## config.mk

```make
export PLATFORM = sky130hd
export DESIGN_NAME = spi_wb_bridge
export DESIGN_NICKNAME = d
export VERILOG_FILES = /design/src/rtl/spi_wb_bridge.sv
export SDC_FILE = /design/constraint.sdc
export NUM_CORES = 1
export LEC_CHECK = 0
export ABC_AREA = 1
export CORE_ASPECT_RATIO = 1.2
export CORE_MARGIN = 1
export CORE_UTILIZATION = 39
export CTS_BUF_LIST = sky130_fd_sc_hd__clkbuf_4
export DETAILED_ROUTE_END_ITERATION = 6
export PLACE_DENSITY_LB_ADDON = 0.25
export SYNTH_ARGS = -nofsm -noshare
export SYNTH_HDL_FRONTEND = slang
export SYNTH_SLANG_ARGS = --single-unit
```

## constraint.sdc

```tcl
create_clock -name wb_clk_i -period 1.7 [get_ports wb_clk_i]
set_input_delay 0.34 -clock wb_clk_i [delete_from_list [all_inputs] [get_ports wb_clk_i]]
set_output_delay 0.34 -clock wb_clk_i [all_outputs]
set_load 0.1 [all_outputs]
```

## src/rtl/spi_wb_bridge.sv

```systemverilog
// SPI byte stream to Wishbone classic single-beat bridge: CMD, ADDR_HI, ADDR_LO,
// then payload bytes, each turned into one bus cycle in the wb_clk_i domain.
`timescale 1ns/1ps
module spi_wb_bridge #(
  parameter int ADDR_WIDTH = 17,
  parameter int DATA_WIDTH = 8
) (
  input  logic                  wb_clk_i,
  input  logic                  wb_rst_ni,
  input  logic                  spi_cs_ni,
  input  logic                  spi_cycle_i,
  input  logic [DATA_WIDTH-1:0] spi_data_i,
  output logic [DATA_WIDTH-1:0] spi_data_o,
  output logic [ADDR_WIDTH-1:0] wb_adr_o,
  output logic [DATA_WIDTH-1:0] wb_dat_o,
  input  logic [DATA_WIDTH-1:0] wb_dat_i,
  output logic                  wb_we_o,
  output logic                  wb_cyc_o,
  output logic                  wb_stb_o,
  input  logic                  wb_ack_i
);

  typedef enum logic [2:0] {
    ST_CMD, ST_ADDR_HI, ST_ADDR_LO, ST_PAYLOAD, ST_BUS, ST_DRAIN
  } state_t;

  state_t state, state_nxt;

  logic cs_p0, cs_p1, cs_p2;
  logic cyc_p0, cyc_p1, cyc_p2;
  logic evt_p3;
  logic [DATA_WIDTH-1:0] data_p3;

  logic we_r, inc_r, overrun;
  logic [ADDR_WIDTH-1:0] adr_r;
  logic [DATA_WIDTH-1:0] dat_r, miso_r;

  logic cs_hi, cs_fall, byte_evt;
  logic ld_cmd, ld_hi, ld_lo, ld_dat, ld_miso, adr_inc, set_ovr, bus_act;

  // p0/p1: two-flop synchronizers; p2: edge-detect delay; p3: registered byte event
  always_ff @(posedge wb_clk_i or negedge wb_rst_ni) begin
    if (!wb_rst_ni) begin
      cs_p0  <= 1'b0;
      cs_p1  <= 1'b0;
      cs_p2  <= 1'b0;
      cyc_p0 <= 1'b0;
      cyc_p1 <= 1'b0;
      cyc_p2 <= 1'b0;
      evt_p3 <= 1'b0;
    end else begin
      cs_p0  <= spi_cs_ni;
      cs_p1  <= cs_p0;
      cs_p2  <= cs_p1;
      cyc_p0 <= spi_cycle_i;
      cyc_p1 <= cyc_p0;
      cyc_p2 <= cyc_p1;
      evt_p3 <= cyc_p1 & ~cyc_p2;
    end
  end

  // SCK-domain byte is stable here because the SCK half-period spans several clocks
  always_ff @(posedge wb_clk_i) begin
    if (cyc_p1 & ~cyc_p2) data_p3 <= spi_data_i;
  end

  assign cs_hi    = cs_p1;
  assign cs_fall  = cs_p2 & ~cs_p1;
  assign byte_evt = evt_p3 & ~cs_hi;

  always_ff @(posedge wb_clk_i or negedge wb_rst_ni) begin
    if (!wb_rst_ni) state <= ST_CMD;
    else            state <= state_nxt;
  end

  always_comb begin
    state_nxt = state;
    ld_cmd    = 1'b0;
    ld_hi     = 1'b0;
    ld_lo     = 1'b0;
    ld_dat    = 1'b0;
    ld_miso   = 1'b0;
    adr_inc   = 1'b0;
    set_ovr   = 1'b0;
    bus_act   = 1'b0;
    case (state)
      ST_CMD: begin
        if (byte_evt) begin
          ld_cmd    = 1'b1;
          state_nxt = ST_ADDR_HI;
        end
      end
      ST_ADDR_HI: begin
        if (cs_hi) state_nxt = ST_CMD;
        else if (byte_evt) begin
          ld_hi     = 1'b1;
          state_nxt = ST_ADDR_LO;
        end
      end
      ST_ADDR_LO: begin
        if (cs_hi) state_nxt = ST_CMD;
        else if (byte_evt) begin
          ld_lo     = 1'b1;
          state_nxt = we_r ? ST_PAYLOAD : ST_BUS;
        end
      end
      ST_PAYLOAD: begin
        if (cs_hi) state_nxt = ST_CMD;
        else if (byte_evt) begin
          ld_dat    = we_r;
          adr_inc   = ~we_r & inc_r;
          state_nxt = ST_BUS;
        end
      end
      ST_BUS, ST_DRAIN: begin
        // A cycle in flight is always completed, even after CS goes away
        bus_act = 1'b1;
        set_ovr = (state == ST_BUS) & byte_evt;
        if (wb_ack_i) begin
          adr_inc   = we_r & inc_r;
          ld_miso   = ~we_r;
          state_nxt = (cs_hi || state == ST_DRAIN) ? ST_CMD : ST_PAYLOAD;
        end else if (cs_hi) begin
          state_nxt = ST_DRAIN;
        end
      end
      default: state_nxt = ST_CMD;
    endcase
  end

  always_ff @(posedge wb_clk_i or negedge wb_rst_ni) begin
    if (!wb_rst_ni) begin
      we_r    <= 1'b0;
      inc_r   <= 1'b0;
      overrun <= 1'b0;
      adr_r   <= '0;
      dat_r   <= '0;
      miso_r  <= '0;
    end else begin
      overrun <= cs_fall ? 1'b0 : (overrun | set_ovr);
      if (ld_cmd) begin
        we_r  <= data_p3[7];
        inc_r <= data_p3[6];
        adr_r <= ADDR_WIDTH'({data_p3[0], 16'h0000});
      end
      if (ld_hi)   adr_r[15:8] <= data_p3;
      if (ld_lo)   adr_r[7:0]  <= data_p3;
      if (adr_inc) adr_r       <= adr_r + ADDR_WIDTH'(1);
      if (ld_dat)  dat_r       <= data_p3;
      if (ld_miso) miso_r      <= wb_dat_i;
    end
  end

  assign wb_cyc_o   = bus_act;
  assign wb_stb_o   = bus_act;
  assign wb_we_o    = bus_act & we_r;
  assign wb_adr_o   = adr_r;
  assign wb_dat_o   = dat_r;
  assign spi_data_o = miso_r;

endmodule
```

==> impl_metrics.toml <==
[global_routing]
grt_remaining_overflow = 0
grt_max_degree = 28
grt_pass1_wl_mm = 10.12
grt_pass1_vias = 2168
grtUsageTotal_pct = 18.05
grt_antenna_before_repair = 0

[floorplanning]
die_h_um = 91.79
row_count = 32
fp.coreArea_um2 = 6446
fp.dieW_um = 76.82
io_pins = 57
die-area_um2 = 7051
floorplan.initialDensity_pct = 40.64

[synth]
syn-instance-count = 292
synth_top_area_cell = "sky130_fd_sc_hd__dfrtp_1"
yosys-top-cells-count = "sky130_fd_sc_hd__nand2_1 (76), sky130_fd_sc_hd__nand3_1 (45), sky130_fd_sc_hd__dfrtp_1 (44)"
synth_async_sr_flop_share_pct = 84.62
syn_nets = 314
netlist_area_um2 = 2620
synth_area_per_cell_um2 = 8.973
dominant_cell_by_count_in_the_synthesized_netlist = "sky130_fd_sc_hd__nand2_1"
ys_top_cells_by_area = "sky130_fd_sc_hd__dfrtp_1 (42%), sky130_fd_sc_hd__nand2_1 (11%), sky130_fd_sc_hd__edfxtp_1 (9.2%)"
synth_enable_flop_cells = 8
ys.warnings.count = 0
postSynthRegisterBits = 52
ys.flop_type = "sky130_fd_sc_hd__dfrtp_1"
synth_cell_type_count = 27
synth_seq_area_share_pct = 51.19
synth_top_cell_area_share_pct = 42.02

[clocking]
cts_max_level = 2
clock_path_buffers = 2
clockRootBuffer = "sky130_fd_sc_hd__clkbuf_4"
clock_insertion_delay_worst_skew_ps = 380
cts_tree = "yes"
tritoncts.num_buffers = 5
clk_transition_reported_paths_ps = 150
cts_sinks = 52

[placed_design]
detailedPlacementHpwl_mm = 4.517
place.port_buffers = 56
gp_congestion = 0.8271

[setup_path]
critPathMaxStageDelay_ps = 450
critPathRequiredTime_ps = 1360
worst_path_max_delay_cell = "sky130_fd_sc_hd__dfrtp_1"
timing.critical_path.fanout_max = 4
critical_path.endpoint_type = "output port"
setup.worst_path.class = "reg -> out"
worstPathBufferInverterCount = 2
timing.critical_path.cells = "inv_2 -> nor2_4 -> buf_12"
r2r_setup_slack_ps = 130
cp_data_arrival_time_ps = 1320
cp_top_family = "flip-flops"
worst_setup_path_start_kind = "flop"

[routing]
drtAntennaViolNets = 0
via_count = 2251
post_detailed_route_via_to_cell_ratio = 5.002
post_drt_wl_per_cell_um = 12.94
dr.first_iter.drc_count = 126
route.final.wire_length_mm = 5.823
detail_route.drc_violations = 0
detail_route.first_pass.iterations = 4

[timing]
slew_limit_fails = 0
unrepaired_setup_endpoints_after_global_routing = "true"
finalHoldViolations = 0
final_critical_delay_including_setup_and_external_delays_ps = 1655
skew_ps = 10.28
finalSetupTns_ps = 0
final.period_utilization_pct = 97.36
setup-violations-final = 0
worst-slew-pin-transition_ps = 463.9
worst_slew_margin_rel_pct = 69.07
max_clock_freq_ghz = 0.6042

[final_layout]
syn_to_final_growth_pct = 46.18
fraction_of_layout_cells_with_a_size_suffix_above_1_pct = 30.14
antenna_cells = 0
final_net_count = 386
multiInputGateArea_um2 = 1150
nFillCells = 541
ff_latch_area_um2 = 1361

[hold_path]
worst_hold_path_type = "reg -> reg"

[status]
run_status = "completed"

[pwr]
design_power_total_uw = 7422
cellPowerDensity_nw_per_um2 = 1938
leakagePower_uw = 0.001684
power.ir.vdd_worst_v = 0.001120

[job]
max-cap-violations = 0
==> registers in the layout, summed over array words and instances (netlist names) <==
| signal | cells |
|---|---|
| we_r | 1 |
| cyc_p1 | 1 |
| wb_dat_o | 8 |
| inc_r | 1 |
| evt_p3 | 1 |
| cs_p0 | 1 |
| wb_adr_o | 17 |
| spi_data_o | 8 |
| cs_hi | 1 |
| data_p3 | 8 |
| cyc_p2 | 1 |
| cyc_p0 | 1 |
| state | 3 |
==> cell families after synthesis <==
| logic type | Yosys count | synth area share (%) |
|---|---|---|
| buffers and inverters | 34 | 6.113 |
| AOI/OAI and AO/OA | 19 | 4.489 |
| DFF | 52 | 51.19 |
| xor gates and xnor gates | 5 | 1.672 |
| and+or+nand+nor | 167 | 30.04 |
| adders and majority gates | 1 | 0.4775 |
| muxes | 14 | 6.017 |
==> power breakdown <==
part           switching (uW)  internal, uW  total, uW
logic                    2920          1640       4560
registers                 603          1650       2250
clock network             434           175        609
==> final cells by class <==
cell class,count,area share [%]
Timing Repair Buffer,70,27.05
Clock buffer,5,0.9801
Inverter,29,2.908
Clock inverter,3,0.7187
Multi-Input combinational cell,206,30.02
Tap cell,85,2.777
Sequential cell,52,35.54
==> cells in the final DEF, fill, tap and decap left out, types with 3 or more instances in the layout <==
| master | instances |
|---|---|
| sky130_fd_sc_hd__nand2_1 | 76 |
| sky130_fd_sc_hd__nand3_1 | 41 |
| sky130_fd_sc_hd__buf_12 | 37 |
| sky130_fd_sc_hd__dfrtp_1 | 28 |
| sky130_fd_sc_hd__inv_1 | 26 |
| sky130_fd_sc_hd__nor2_1 | 25 |
| sky130_fd_sc_hd__clkdlybuf4s50_1 | 19 |
| sky130_fd_sc_hd__dfrtp_2 | 16 |
| sky130_fd_sc_hd__mux2_2 | 14 |
| sky130_fd_sc_hd__buf_4 | 12 |
| sky130_fd_sc_hd__o21ai_0 | 8 |
| sky130_fd_sc_hd__edfxtp_1 | 8 |
| sky130_fd_sc_hd__nand3_2 | 6 |
| sky130_fd_sc_hd__nor2_4 | 5 |
| sky130_fd_sc_hd__a22oi_1 | 5 |
| sky130_fd_sc_hd__clkbuf_4 | 5 |
| sky130_fd_sc_hd__o21bai_1 | 4 |
| sky130_fd_sc_hd__nand4_1 | 4 |
| sky130_fd_sc_hd__nor2_2 | 3 |
| sky130_fd_sc_hd__xnor2_1 | 3 |
==> per-layer routing <==
metal	wire length (um)	share of wire [%]	GRT usage [%]	vias to the layer above
li1	-	-	-	1110
met3	295	5.1	4.279	8
met1	2507	43	22.41	1059
met4	108	1.9	7.051	0
met2	2912	50	30.13	74
met5	0	0	0	-
==> path summary, 6_finish.rpt <==
path,cells past startpoint,startpoint,to
min in group asynchronous,2,wb_rst_ni,wb_adr_o[13]
worst min register to register,0,cs_p0,cs_hi
worst min-delay path,0,cs_p0,cs_hi
worst max register to register,6,cs_hi,wb_adr_o[3]
worst max-delay path,3,state[2],wb_cyc_o
max in group asynchronous,3,wb_rst_ni,wb_adr_o[0]
==> through the flow <==
stage	worst slack, ps	utilization, %	hold slack [ps]	cells	instance area, um2
5_1_grt	-8.605	59.41	340.7	450	3830
4_1_cts	3.662	58.95	357.6	446	3800
2_1_floorplan	-75.11	-	44.41	292	2674
3_5_place_dp	-6.858	57.53	321.9	435	3709
6_report	44.81	59.41	372.8	450	3830
3_3_place_gp	23.16	57.53	317.4	435	3709
==> repair_timing <==
action / 4_1_cts / 5_1_grt
resized for setup: 1 / 1
setup endpoints to repair: 3 / 3
cloned: 0 / 0
hold buffers: 1 / 0
buffers inserted: 2 / 4
pin swaps: 1 / 1
endpoints found under the hold margin: 17 / 0
Power figures use the tool's default switching activity.
